<file path="config.mk">
export PLATFORM = sky130hd
export DESIGN_NAME = cp0_exc_unit_flat
export DESIGN_NICKNAME = d
export VERILOG_FILES = /design/src/rtl/cp0_defs.sv /design/src/rtl/cp0_exc_unit_if.sv /design/src/rtl/cp0_exc_unit.sv /design/src/flat_wrapper.sv
export SDC_FILE = /design/constraint.sdc
export NUM_CORES = 1
export LEC_CHECK = 0
export BUFFER_PORTS_ARGS = -buffer_cell sky130_fd_sc_hd__buf_4
export CORE_MARGIN = 5
export CORE_UTILIZATION = 48
export DETAILED_ROUTE_END_ITERATION = 16
export PLACE_DENSITY_LB_ADDON = 0.05
export SYNTH_ARGS = -nofsm -noshare
export SYNTH_HDL_FRONTEND = slang
export SYNTH_SLANG_ARGS = --single-unit
</file>
<file path="constraint.sdc">
create_clock -name clk -period 5.1 [get_ports clk]
set_clock_uncertainty 0.15 [all_clocks]
set_input_delay 0.51 -clock clk [delete_from_list [all_inputs] [get_ports clk]]
set_output_delay 0.51 -clock clk [all_outputs]
set_load 0.1 [all_outputs]
</file>
<file path="src/rtl/cp0_defs.sv">
// CP0 shared definitions: register numbers, field positions,
// exception codes and default vector/ID values.
package cp0_defs;

  localparam logic [4:0] REG_SR    = 5'd12;
  localparam logic [4:0] REG_CAUSE = 5'd13;
  localparam logic [4:0] REG_EPC   = 5'd14;
  localparam logic [4:0] REG_PRID  = 5'd15;

  localparam int SR_IE    = 0;
  localparam int SR_EXL   = 1;
  localparam int IM_LSB   = 10;
  localparam int IM_MSB   = 15;
  localparam int CAUSE_BD = 31;
  localparam int EXC_LSB  = 2;
  localparam int EXC_MSB  = 6;

  localparam logic [4:0] EXC_INT  = 5'd0;
  localparam logic [4:0] EXC_ADEL = 5'd4;
  localparam logic [4:0] EXC_ADES = 5'd5;
  localparam logic [4:0] EXC_RI   = 5'd10;
  localparam logic [4:0] EXC_OV   = 5'd12;

  localparam logic [31:0] PRID_DEFAULT    = 32'h0000_4D49;
  localparam logic [31:0] HANDLER_DEFAULT = 32'h0000_4180;

  function automatic logic [31:0] word_align(
    input logic [31:0] a
  );
    return a & ~32'd3;
  endfunction

endpackage

</file>
<file path="src/rtl/cp0_exc_unit_if.sv">
// Pipeline-to-CP0 bundle: mfc0/mtc0 access, M-stage
// exception info, device IRQ lines and entry/return outputs.
interface cp0_exc_unit_if;
  logic [4:0]  rd_addr_i;
  logic [4:0]  wr_addr_i;
  logic        we_i;
  logic [31:0] din_i;
  logic [31:0] pc_i;
  logic        bd_i;
  logic        exc_valid_i;
  logic [4:0]  exc_code_i;
  logic        eret_i;
  logic [5:0]  hwint_i;
  logic        req_o;
  logic [31:0] handler_o;
  logic [31:0] epc_o;
  logic [31:0] dout_o;

  modport master (
    output rd_addr_i, wr_addr_i, we_i, din_i,
    output pc_i, bd_i, exc_valid_i, exc_code_i,
    output eret_i, hwint_i,
    input  req_o, handler_o, epc_o, dout_o
  );

  modport slave (
    input  rd_addr_i, wr_addr_i, we_i, din_i,
    input  pc_i, bd_i, exc_valid_i, exc_code_i,
    input  eret_i, hwint_i,
    output req_o, handler_o, epc_o, dout_o
  );
endinterface

</file>
<file path="src/rtl/cp0_exc_unit.sv">
// CP0 interrupt/exception unit: SR/Cause/EPC/PRId, request
// decision beside the M stage, EXL entry and eret return.
module cp0_exc_unit
  import cp0_defs::*;
#(
  parameter logic [31:0] PRID    = PRID_DEFAULT,
  parameter logic [31:0] HANDLER = HANDLER_DEFAULT
) (
  input logic           clk,
  input logic           reset,
  cp0_exc_unit_if.slave bus
);

  logic [5:0]  sr_im;
  logic        sr_exl;
  logic        sr_ie;
  logic        cause_bd;
  logic [5:0]  cause_ip;
  logic [4:0]  cause_exc;
  logic [31:0] epc;

  logic        int_req;
  logic        exc_req;
  logic        req;
  logic [31:0] entry_pc;
  logic [31:0] sr_word;
  logic [31:0] cause_word;
  logic [31:0] dout;
  logic        epc_wr;

  assign int_req = (|(bus.hwint_i & sr_im))
                 & sr_ie & ~sr_exl;
  assign exc_req = bus.exc_valid_i & ~sr_exl;
  assign req     = int_req | exc_req;

  // EPC points at the branch when the faulting op is in its delay slot
  assign entry_pc = bus.bd_i ? bus.pc_i - 32'd4
                             : bus.pc_i;

  assign epc_wr = bus.we_i & (bus.wr_addr_i == REG_EPC);

  always_ff @(posedge clk) begin
    if (reset) begin
      sr_im     <= '0;
      sr_exl    <= 1'b0;
      sr_ie     <= 1'b0;
      cause_bd  <= 1'b0;
      cause_ip  <= '0;
      cause_exc <= '0;
      epc       <= '0;
    end else begin
      cause_ip <= bus.hwint_i;
      if (req) begin
        sr_exl    <= 1'b1;
        cause_exc <= int_req ? EXC_INT
                             : bus.exc_code_i;
        cause_bd  <= bus.bd_i;
        epc       <= word_align(entry_pc);
      end else begin
        if (bus.we_i && bus.wr_addr_i == REG_SR) begin
          sr_im  <= bus.din_i[IM_MSB:IM_LSB];
          sr_exl <= bus.din_i[SR_EXL];
          sr_ie  <= bus.din_i[SR_IE];
        end
        if (epc_wr)
          epc <= word_align(bus.din_i);
        // eret overrides a same-cycle mtc0 of EXL
        if (bus.eret_i)
          sr_exl <= 1'b0;
      end
    end
  end

  assign sr_word = {16'b0, sr_im, 8'b0,
                    sr_exl, sr_ie};

  assign cause_word = {cause_bd, 15'b0, cause_ip,
                       3'b0, cause_exc, 2'b0};

  always_comb begin
    dout = '0;
    case (bus.rd_addr_i)
      REG_SR:    dout = sr_word;
      REG_CAUSE: dout = cause_word;
      REG_EPC:   dout = epc;
      REG_PRID:  dout = PRID;
      default:   dout = '0;
    endcase
  end

  assign bus.req_o     = req;
  assign bus.handler_o = HANDLER;
  assign bus.dout_o    = dout;
  assign bus.epc_o     = epc_wr ? word_align(bus.din_i)
                                : epc;

endmodule

</file>
<file path="src/flat_wrapper.sv">
// flat-port wrapper written by rule: the top's interface ports become plain ports
module cp0_exc_unit_flat import cp0_defs::*;
#(
  parameter logic [31:0] PRID    = PRID_DEFAULT,
  parameter logic [31:0] HANDLER = HANDLER_DEFAULT
)
  (clk, reset, bus_rd_addr_i, bus_wr_addr_i, bus_we_i, bus_din_i, bus_pc_i, bus_bd_i, bus_exc_valid_i, bus_exc_code_i, bus_eret_i, bus_hwint_i, bus_req_o, bus_handler_o, bus_epc_o, bus_dout_o);
  cp0_exc_unit_if bus_i ();
  input logic clk;
  input logic reset;
  input wire logic [$bits(bus_i.rd_addr_i)-1:0] bus_rd_addr_i;
  input wire logic [$bits(bus_i.wr_addr_i)-1:0] bus_wr_addr_i;
  input wire logic [$bits(bus_i.we_i)-1:0] bus_we_i;
  input wire logic [$bits(bus_i.din_i)-1:0] bus_din_i;
  input wire logic [$bits(bus_i.pc_i)-1:0] bus_pc_i;
  input wire logic [$bits(bus_i.bd_i)-1:0] bus_bd_i;
  input wire logic [$bits(bus_i.exc_valid_i)-1:0] bus_exc_valid_i;
  input wire logic [$bits(bus_i.exc_code_i)-1:0] bus_exc_code_i;
  input wire logic [$bits(bus_i.eret_i)-1:0] bus_eret_i;
  input wire logic [$bits(bus_i.hwint_i)-1:0] bus_hwint_i;
  output wire logic [$bits(bus_i.req_o)-1:0] bus_req_o;
  output wire logic [$bits(bus_i.handler_o)-1:0] bus_handler_o;
  output wire logic [$bits(bus_i.epc_o)-1:0] bus_epc_o;
  output wire logic [$bits(bus_i.dout_o)-1:0] bus_dout_o;
  assign bus_i.rd_addr_i = bus_rd_addr_i;
  assign bus_i.wr_addr_i = bus_wr_addr_i;
  assign bus_i.we_i = bus_we_i;
  assign bus_i.din_i = bus_din_i;
  assign bus_i.pc_i = bus_pc_i;
  assign bus_i.bd_i = bus_bd_i;
  assign bus_i.exc_valid_i = bus_exc_valid_i;
  assign bus_i.exc_code_i = bus_exc_code_i;
  assign bus_i.eret_i = bus_eret_i;
  assign bus_i.hwint_i = bus_hwint_i;
  assign bus_req_o = bus_i.req_o;
  assign bus_handler_o = bus_i.handler_o;
  assign bus_epc_o = bus_i.epc_o;
  assign bus_dout_o = bus_i.dout_o;
  cp0_exc_unit #(.PRID(PRID), .HANDLER(HANDLER)) u_core (.clk(clk), .reset(reset), .bus(bus_i));
endmodule
</file>
Word-level counts from Yosys, hierarchy flattened:

Cells that the tools add are included.

* $add $sub $neg: 1
* eq/ne operators: 6
* muxes and demuxes: 8
* bitwise gates (word level): 8
* reduce and logical (&&, ||, !) cells: 5

Operator list (number)
* 32-bit case mux with 4 select lines: 1
* 32-bit 2-to-1 mux: 3
* 32-bit by 3-bit subtractor with 32-bit output (second input constant): 1
* 5-bit by 4-bit == test with 1-bit output (second input constant): 6
* 6-bit bitwise AND: 1
* 6-bit OR reduction: 1
* 5-bit 2-to-1 mux: 1
* 1-bit bitwise AND: 4
* 1-bit 2-to-1 mux: 3
* 3-bit nonzero test: 1
* 1-bit NOT: 2
* 2-bit AND reduction: 1
* 2-bit OR reduction: 1
* 1-bit logical AND: 1
* 1-bit bitwise OR: 1

* register bits after elaboration: 52

Depth between registers and ports, before layout:

* depth in word-level cells: 7
* mapped depth: 8
* depth with buffers taken out: 7

Worst setup path after synthesis:

OpenSTA, ideal clock, no wires.

* kind: in2out
* start point: input bus_rd_addr_i[1]
* end point: output bus_dout_o[10]
* data arrival time: 3.296 ns
* data required time: 4.440 ns
* slack: 1.144 ns
* cell stages on the path: 4
* cell sequence: clkbuf_1 clkbuf_1 a211oi_1 nor3_1

* longest elaborated chain between the ends: 2
* elaborated cells on any way between the ends: 5
* those cells by class: eq/ne: 4; mux: 1

Ends and longest elaborated chain
* start, declared: RTL line flat_wrapper.sv:11 `input wire logic [$bits(bus_i.rd_addr_i)-1:0] bus_rd_addr_i;`
* 5-bit by 4-bit == test with 1-bit output: RTL line cp0_exc_unit.sv:82 `case (bus.rd_addr_i)`
* 32-bit case mux with 4 select lines *: RTL line cp0_exc_unit.sv:82
* end, declared: RTL line flat_wrapper.sv:24 `output wire logic [$bits(bus_i.dout_o)-1:0] bus_dout_o;`

Every way passes the cells marked *; elsewhere a longest branch is shown, timed or not.

Worst setup path after layout:

* start point: input bus_rd_addr_i[1]
* end point: output bus_dout_o[21]

Same word-level chain as after synthesis.

==> metrics.md <==
| Metric | Value |
|---|---|
| Peak supply drop | 0.0001661 V |
| Fmax | 307.2 MHz |
| Vias in the first global route | between 3k and 4k |
| Largest cells by area after synthesis | dfxtp_1 (31%), mux2_2 (10%), buf_4 (7.2%) |
| H-tree depth | 2 |
| Drt pass-1 iters | 4 |
| Compound-gate portion of the synthesized area | between 10% and 20% |
| Drt total wl | slightly below 10 mm |
| DRC viols | 0 |
| Worst Hold Class | in2reg |
| Reg clk slew, reported paths | ~0.11 ns |
| XOR/XNOR Fraction of Synth Area | between 6 and 7% |
| Final Util | about 66% |
| Die Y-Extent | roughly 94 µm |
| Post-CTS repair timing setup buffer count | 0 |
| Post-synthesis sequential area ratio | a little under a third |
| GRT Overall Usage | a little over a fifth |
| Worst Path Max Fanout | 20 |
| Clock Sinks | 52 |
| IO Count | ~190 |
| Hold Vio Cnt, Final | 0 |
| Adder-cell share of the synthesized area | less than 1% |
| Main combinational cell family by area after synthesis | simple AND/OR/NAND/NOR gates |
| First-pass GRT wire length | roughly 15 mm |
| Total vias in the final route | between 3k and 4k |
| Status | completed |
| Worst skew pair latency | 0.31 ns |
| Slew HR | a little over a fifth |
| LEAKAGE | ~2 nW |
| PwrDens | about 270 mW/mm² |
| Worst EP arrival | 2.60 ns |
| Clock root buffer | clkbuf_8 |
| Netlist cell types | 44 |
| Starting Density | between 40% and 50% |
| Reg2reg setup slack | between 2 and 2.5 ns |
| Hold buffer count at cts | 0 |
| Mean Syn Cell Area | 8.074 µm² |
| Element type at the critical path start | input port |
| RePlAce Congestion | just under 0.9 |
| Antenna diode count | 0 |
| Multiplexer share of the synthesized area | a little under an eighth |
| Largest net degree at the start of global routing | 38 |
| Total CTS buffers | 5 |
| Routed len/inst | 15.20 µm |
| Syn-to-layout area delta | 34.50% |
| Grt ovf | 0 |
| MaxCap Viol Count | 0 |
| FP Rows | 30 |
| Fin Setup TNS | 0 ns |
| Tmin final | between 3 and 4 ns |
| Routed vias/inst | roughly 5.2 |
| Final period utilization | between 60% and 70% |
| Routed Antenna Nets | 0 |
| Cell accounting for the most synthesized area | dfxtp_1 |
| CP Class | in2out |
| Synth Instances | just over 400 |
| Initial DRC count | between 50 and 60 |
| Die Span X | between 90 and 100 µm |
| Detail Placement HPWL | around 7.7 mm |
| Synth top area share | 31.07% |
| Antenna violations before repair | 0 |
| Post-CTS Resized | 0 |
| Max clock buf depth | 2 |
| Least-Margin Pin Slew | around 1.2 ns |
| Synth Flop Type | dfxtp_1 |
| Port-buffer cells | between 150 and 200 |
| TritonCTS clock tree | built |
| Final-report max-slew violation count | 0 |
| Post-synth ARST share | 0% |
| CP Capture Type | output pin |
| CP required | 4.44 ns |
| NumNets Final | 642 |
| Die ar. | 0.008752 mm² |
| Synthesized area | between 0.003 and 0.004 mm² |
| Core Region | ~0.0068 mm² |
| RSZ-0062 raised after global routing | no |
| Setup Viol. Count Final | 0 |
| Yosys warns | 0 |
| Post-Synth Simple-Gate Area | around a quarter |
| FF+latch count, synth | 52 |
| Layout cell share with drive strength beyond 1 | around 37% |
| Post-synth EDFFs | 0 |
worst paths after layout:
kind / start / end / cells after the start
worst max-delay path: bus_rd_addr_i[1] / bus_dout_o[21] / 5
worst min register to register: u_core.cause_bd / u_core.cause_bd / 2
worst max register to register: u_core.sr_im[0] / u_core.sr_im[3] / 7
worst min-delay path: bus_hwint_i[2] / u_core.cause_ip[2] / 2
worst max-delay path: stages:
cell     delay [ns]
buf_4          0.21
nor2b_1        0.34
nor2b_1        0.97
and2_1         0.25
buf_4          0.29
sequential cells by signal, indices dropped and copies added (netlist names):
signal / cells
u_core.epc: 32
u_core.cause_ip: 6
u_core.sr_im: 6
u_core.cause_exc: 5
u_core.cause_bd: 1
u_core.sr_exl: 1
u_core.sr_ie: 1
cell type report:
cell class	instances	area (µm²)
Inverter	6	22.52
Clock buffer	5	68.82
Multi-Input combinational cell	330	2063
Timing Repair Buffer	155	1164
Sequential cell	52	1041
Fill cell	615	2287
Clock inverter	3	27.53
Tap cell	96	120.1
stage by stage:
stage	cell area (µm²)	instances	total power [mW]	setup slack, ns	hold slack, ns
6_report	4507	647	1.199	1.845	0.2649
5_1_grt	4507	647	1.244	1.685	0.2727
4_1_cts	4507	647	1.200	1.820	0.2619
3_5_place_dp	4410	639	0.9553	1.818	0.3042
3_3_place_gp	4410	639	0.9507	1.832	0.2989
2_1_floorplan	3463	445	0.8520	1.144	0.2868
cell families after synthesis:
logic type	Yosys count
adder cells (fa/ha/maj)	1
multiplexers	35
flip-flops	52
buffers and inverters	63
AND/OR/NAND/NOR	147
AO/OA/AOI/OAI	90
XOR/XNOR	25
other	2
Yosys cell counts (all sizes together), types with 7 or more instances:
cell type  count
dfxtp         52
nor2          43
buf           36
mux2          30
a21oi         28
o21ai         26
and2          21
clkbuf        21
xnor2         20
nand2         19
nor3          15
a211oi        14
nor2b         13
a22oi         12
nor4          10
or3            7
placed cells by master (no fill, tap or decap), types with 2 or more instances in the layout:
cell type / instances
xnor2_1: 20
a22oi_1: 12
nand3_1: 2
or3_1: 4
nand2b_1: 2
or3_2: 2
a21oi_1: 28
or2_2: 2
clkbuf_8: 5
nor3_1: 15
conb_1: 32
nand3b_1: 4
buf_4: 155
a31oi_1: 3
nor2_1: 43
and2_1: 21
nor2b_1: 13
nand2_1: 19
nor4_1: 10
mux2i_1: 5
a211oi_1: 14
mux2_2: 30
o21ai_0: 26
or4_1: 2
inv_1: 5
dfxtp_1: 52
xor2_1: 5
per-layer routing:
metal	vias up	global-route usage, %	share of wire (%)
met5	-	0	0
met1	1534	25.99	40
met2	125	37.22	49
li1	1661	-	-
met4	0	7.100	2.0
met3	18	6.034	8.8
power by group:
part / switching, mW / internal [mW] / total [mW]
combinational: 0.377 / 0.124 / 0.501
clock: 0.152 / 0.101 / 0.253
sequential: 0.0128 / 0.432 / 0.445
(Power assumes the default switching activity.)
